File: src/rtl/tff_bank.sv
// tff_bank: WIDTH-bit register of T-flop cells (q ^= t) used as a toggle bank or as an up/down counter.
// Define TFF_BANK_SAT_EN to make the counter modes saturate at their limit instead of wrapping.
module tff_bank #(
  parameter int               WIDTH   = 8,
  parameter int               MODE    = 0,
  parameter logic [WIDTH-1:0] RST_VAL = '0,
  parameter bit               CLK_POL = 1'b1
) (
  input  logic             C,
  input  logic             R,
  input  logic             E,
  input  logic             L,
  input  logic [WIDTH-1:0] D,
  input  logic [WIDTH-1:0] T,
  output logic [WIDTH-1:0] Q,
  output logic             TC
);

  localparam bit IS_UP   = (MODE == 1);
  localparam bit IS_DOWN = (MODE == 2);

  logic [WIDTH-1:0] q_reg;
  logic [WIDTH-1:0] q_next;
  logic [WIDTH-1:0] t_vec;
  logic [WIDTH:0]   ones_chain;
  logic [WIDTH:0]   zeros_chain;
  logic             at_limit;
  logic             count_en;
  logic             unused_bits;

  generate
    if (WIDTH < 1 || WIDTH > 64) begin : g_bad_width
      $error("tff_bank: WIDTH must be in 1..64");
    end
    if (MODE < 0 || MODE > 2) begin : g_bad_mode
      $error("tff_bank: MODE must be 0, 1 or 2");
    end
  endgenerate

  // Running AND of all lower bits: carry chain for counting up, borrow chain for counting down.
  assign ones_chain[0]  = 1'b1;
  assign zeros_chain[0] = 1'b1;
  for (genvar gi = 0; gi < WIDTH; gi++) begin : g_chain
    assign ones_chain[gi+1]  = ones_chain[gi] & q_reg[gi];
    assign zeros_chain[gi+1] = zeros_chain[gi] & ~q_reg[gi];
  end

  assign at_limit = (IS_UP & ones_chain[WIDTH]) | (IS_DOWN & zeros_chain[WIDTH]);

`ifdef TFF_BANK_SAT_EN
  assign count_en = T[0] & ~at_limit;
`else
  assign count_en = T[0];
`endif

  for (genvar gi = 0; gi < WIDTH; gi++) begin : g_toggle
    if (MODE == 0) begin : g_bank
      assign t_vec[gi] = T[gi];
    end else if (MODE == 1) begin : g_up
      assign t_vec[gi] = count_en & ones_chain[gi];
    end else begin : g_down
      assign t_vec[gi] = count_en & zeros_chain[gi];
    end
  end

  always_comb begin
    q_next = q_reg;
    if (L) begin
      q_next = D;
    end else if (E) begin
      q_next = q_reg ^ t_vec;
    end
  end

  // TC is forced low while reset holds Q, even if RST_VAL happens to sit at the limit.
  always_comb begin
    TC = 1'b0;
    if (R) begin
`ifdef TFF_BANK_SAT_EN
      TC = ~L & at_limit;
`else
      TC = E & ~L & T[0] & at_limit;
`endif
    end
  end

  if (CLK_POL) begin : g_rise
    always_ff @(posedge C or negedge R) begin
      if (!R) begin
        q_reg <= RST_VAL;
      end else begin
        q_reg <= q_next;
      end
    end
  end else begin : g_fall
    always_ff @(negedge C or negedge R) begin
      if (!R) begin
        q_reg <= RST_VAL;
      end else begin
        q_reg <= q_next;
      end
    end
  end

  assign Q = q_reg;

  // Upper T bits and chain ends are meaningless in some modes.
  assign unused_bits = ^{T, ones_chain, zeros_chain, count_en, at_limit};

endmodule

File: config.mk
export PLATFORM = sky130hd
export DESIGN_NAME = tff_bank
export DESIGN_NICKNAME = d
export VERILOG_FILES = /design/src/rtl/tff_bank.sv
export SDC_FILE = /design/constraint.sdc
export NUM_CORES = 1
export LEC_CHECK = 0
export BUFFER_PORTS_ARGS = -buffer_cell sky130_fd_sc_hd__buf_2
export CAP_MARGIN = 20
export CORE_MARGIN = 5
export CORE_UTILIZATION = 36
export DETAILED_ROUTE_END_ITERATION = 10
export HOLD_SLACK_MARGIN = 0.02
export PLACE_DENSITY = 0.76
export SYNTH_ARGS = -nofsm -noshare
export SYNTH_HDL_FRONTEND = slang
export SYNTH_SLANG_ARGS = --single-unit
File: constraint.sdc
create_clock -name C -period 0.9 [get_ports C]
set_input_delay 0.045 -clock C [delete_from_list [all_inputs] [get_ports C]]
set_output_delay 0.045 -clock C [all_outputs]
set_load 0.02 [all_outputs]
* Word-level counts from Yosys, hierarchy flattened
Cells that the tools add are included.
** Word-level totals
- Flip-flop bits (word level) :: 8
- Latch bits :: 0
- Bits in writable memories :: 0
- Memory bits (read-only) :: 0
- Bits of input ports :: 20
- Output and inout bits :: 9
- Logic and storage cells :: 5
- Memories kept :: 0
** Cells by class
- $add $sub $neg :: 0
- $mul :: 0
- Div/mod/pow operators :: 0
- Order comparisons :: 0
- Equality and inequality tests :: 0
- Shift operators :: 0
- Multiplexer cells :: 2
- Bitwise logic cells :: 1
- Reductions and logical operators :: 1
** Operator list (number)
- 8-bit two-way mux :: 2
- 8-bit XOR :: 1
- 2-bit nonzero test :: 1

* Longest topological paths before layout
- Word-level depth :: 3
- Depth in mapped cells :: 3
- Gate-level depth less buffers :: 2

* Worst setup path after synthesis
Ideal clock, no wire load.
- Kind :: register -> register
- Start point :: register q_reg[5] (netlist: Q[5])
- End point :: register q_reg[5] (netlist: Q[5])
- Setup time :: 126 ps
- Arrival :: 920 ps
- Data required time :: 774 ps
- Path slack :: -146 ps
- Cell stages (with the launch flop) :: 3
- Buffers on the path :: 0
- Path through :: dfrtp_1 and4bb_2 a221o_1
** Between the ends
- Word-level cells in the longest chain between the ends :: 3
** RTL lines
- start: declaration :: RTL line 22 : logic [WIDTH-1:0] q_reg;
- start signal: assignment :: RTL line 92 : q_reg <= q_next;
- 8-bit XOR :: RTL line 71 : q_next = q_reg ^ t_vec;
- 8-bit two-way mux :: RTL line 70 : end else if (E) begin
- 8-bit two-way mux :: RTL line 68 : if (L) begin
No other way between the ends. The select of a mux whose other input is x is not followed.
A chain may end at the register's enable or synchronous reset.

* Worst setup path after layout
Ends and elaborated chain as after synthesis.

==> impl_metrics.py <==
metrics = {
    "setup_path": {
        "r2r_end": "Q[5]$_DFFE_PN0P_",
        "setup.worst_path.start_class": "flip-flop",
        "ff2ff_path_depth": 2,
        "timing.rr.start": "Q[5]$_DFFE_PN0P_",
        "crit_path_max_fanout": 3,
        "worstSetupPathType": "flip-flop to flip-flop",
        "worst_setup_path_end_kind": "flip-flop",
        "cp.arrival_ns": 1.08,
        "required_ns": 1.02,
        "reg2reg_setup_slack_ns": -0.05,
    },
    "floorplanning": {
        "die_w_um": 46.7,
        "core_region_area_um2": 1280,
        "num_rows": 13,
        "initial_core_util": 0.377,
        "ioPinCount": 29,
        "fp.dieArea_um2": 2180,
        "die_h_um": 46.7,
    },
    "placement": {
        "port_buffers": 27,
        "dpl.hpwl_um": 881,
        "placed_cell_area_um2": 632,
        "dp.cells": 85,
        "place.gp.congestion": 0.607,
    },
    "drt": {
        "drc": 0,
        "firstDrtPassIters": 3,
        "wl_mm": 1.08,
        "vias_per_cell": 5.17,
        "antenna_left": 0,
        "first_iter_violations": 4,
        "routedWlPerCell_um": 12.1,
        "vias": 460,
    },
    "status": {
        "status": "complete, but fails checks",
        "failed_checks": "setup timing",
    },
    "clock_network": {
        "clk_path_buf_depth": 2,
        "post-cts-setup-buffers": 0,
        "cts_sinks": 8,
        "ctsHtreeMaxLevel": 1,
        "clkTransAtPathRegs_ns": 0.05,
        "clk_root_buffer_cell": "clkbuf_4",
        "tritoncts": "yes",
        "clk_latency_ns": 0.24,
        "numCtsBuffers": 3,
    },
    "layout": {
        "final_common_cell": "buf_2",
        "largest_reg_flops": 8,
        "layoutNonFillerInstCount": 89,
        "final_cell_mix": "27 x buf_2, 8 x dfrtp_2, 8 x nand2_1, 8 x a221o_1, 5 x nor4bb_1",
        "fin_nets": 96,
        "final_layout_size_suffix_gt1_frac": 0.595,
        "antenna_cells": 0,
        "fin_area_um2": 687,
        "area_growth_pct": 41.9,
    },
    "timing": {
        "max_freq_ghz": 1.05,
        "hold_viol_final": 0,
        "period_share": 1.06,
        "finalWorstSetupSlack_ns": -0.0545,
        "finalClockSkew_ns": 0,
        "rsz0062_at_grt": "yes",
        "setup_tns_ns": -0.298,
        "period_needed_ns": 0.954,
        "setup_viol": 8,
        "hold_slack_ns": 0.0341,
        "slew_violations": 0,
    },
    "grt": {
        "grt_max_degree": 17,
        "grt_util_met1": 0.149,
        "met3_usage": 0.0234,
        "grt-busiest-layer": "met2",
        "grt_pass1_vias": 421,
        "grtUsageMet2": 0.154,
        "antenna_found_initial": 0,
        "grt_overflow": 0,
        "grt_pass1_wl_mm": 1.64,
        "grt_usage": 0.109,
    },
    "pwr": {
        "p_leak_nw": 0.337,
        "total_power_uw": 979,
        "max-vdd-ir-drop_v": 0.000654,
        "p_per_area_nw_per_um2": 1430,
    },
    "yosys": {
        "postSynthAreaPerCell_um2": 10.8,
        "synth_seq_area_share": 0.413,
        "syn-num-nets": 65,
        "netlist.area_leader.share": 0.413,
        "yosysUniqueCellTypes": 12,
        "synth-warning-count": 0,
        "synthCells": 45,
        "synthTopCellsByArea": "dfrtp_1 41%, a221o_1 17%, nor4bb_1 10%, nor2b_1 9.0%, nand2_1 6.2%",
        "mappedNetlistArea_um2": 484,
        "yosys_register_bits": 8,
        "synth_top_area_cell": "dfrtp_1",
    },
    "run": {
        "drv_cap": 0,
    },
    "min_path": {
        "hold_path_end": "Q[5]$_DFFE_PN0P_",
        "holdPathStages": 2,
        "worstHoldPathType": "primary input to flip-flop",
        "hold_path_startpoint": "D[5]",
    },
}
## cells by family after synthesis
logic type,Yosys count,synth area share
simple gates,24,0.349
compound gates,8,0.165
flops,8,0.413
buf+inv,4,0.0646
other cells,1,0.00774
## per-layer routing
| layer | routed length [µm] | vias up | part of all wire |
|---|---|---|---|
| li1 | - | 229 | - |
| met1 | 467 | 214 | 0.43 |
| met2 | 492 | 17 | 0.46 |
| met3 | 116 | 0 | 0.11 |
| met4 | 0 | 0 | 0 |
| met5 | 0 | - | 0 |
## how the worst max path moves through the flow
| stage | start | to | slack, ns |
|---|---|---|---|
| 2_1_floorplan | Q[5]$_DFFE_PN0P_ | Q[5]$_DFFE_PN0P_ | -0.10 |
| 3_3_place_gp | Q[5]$_DFFE_PN0P_ | Q[5]$_DFFE_PN0P_ | -0.03 |
| 3_5_place_dp | Q[5]$_DFFE_PN0P_ | Q[5]$_DFFE_PN0P_ | -0.05 |
| 4_1_cts | Q[5]$_DFFE_PN0P_ | Q[5]$_DFFE_PN0P_ | -0.06 |
| 5_1_grt | Q[5]$_DFFE_PN0P_ | Q[5]$_DFFE_PN0P_ | -0.09 |
| 6_report | Q[5]$_DFFE_PN0P_ | Q[5]$_DFFE_PN0P_ | -0.05 |
## timing repair
item | CTS | global route
endpoints found under the hold margin | 8 | 0
gates resized for setup | 0 | 4
pin swaps | 0 | 0
hold buffers | 1 | 0
setup endpoints to repair | 8 | 8
## through the flow
stage / util / worst slack, ns
after floorplan: - / -0.101
final: 0.535 / -0.0545
after detailed placement: 0.492 / -0.0544
after CTS: 0.517 / -0.0605
after global placement: 0.492 / -0.0339
after global routing: 0.535 / -0.0883
## report_power, final
group	switching, mW	total (mW)	leakage (nW)	internal (mW)
combinational	0.139	0.282	0.235	0.143
sequential	0.0258	0.432	0.0879	0.406
clock	0.114	0.266	0.0138	0.152
total	0.278	0.979	0.337	0.701
## cell type report
cell class,instances,area (µm²)
Fill cell,116,598
Multi-Input combinational cell,33,275
Sequential cell,8,210
Timing Repair Buffer,30,160
Clock buffer,3,22.5
Tap cell,15,18.8
## critical path, cell delays in order, from the launching register on
cell and delay [ns]:
dfrtp_2 0.40, and2b_1 0.15, a221o_1 0.28
## cell usage after synthesis
library cell,n
buf_4,2
and4bb_1,2
a221o_1,8
nand2_1,8
nor2b_1,7
nor4bb_1,5
and4bb_2,1
and2b_1,1
dfrtp_1,8
buf_6,1
conb_1,1
buf_2,1
Note: power is estimated with default switching activity, not from simulation.
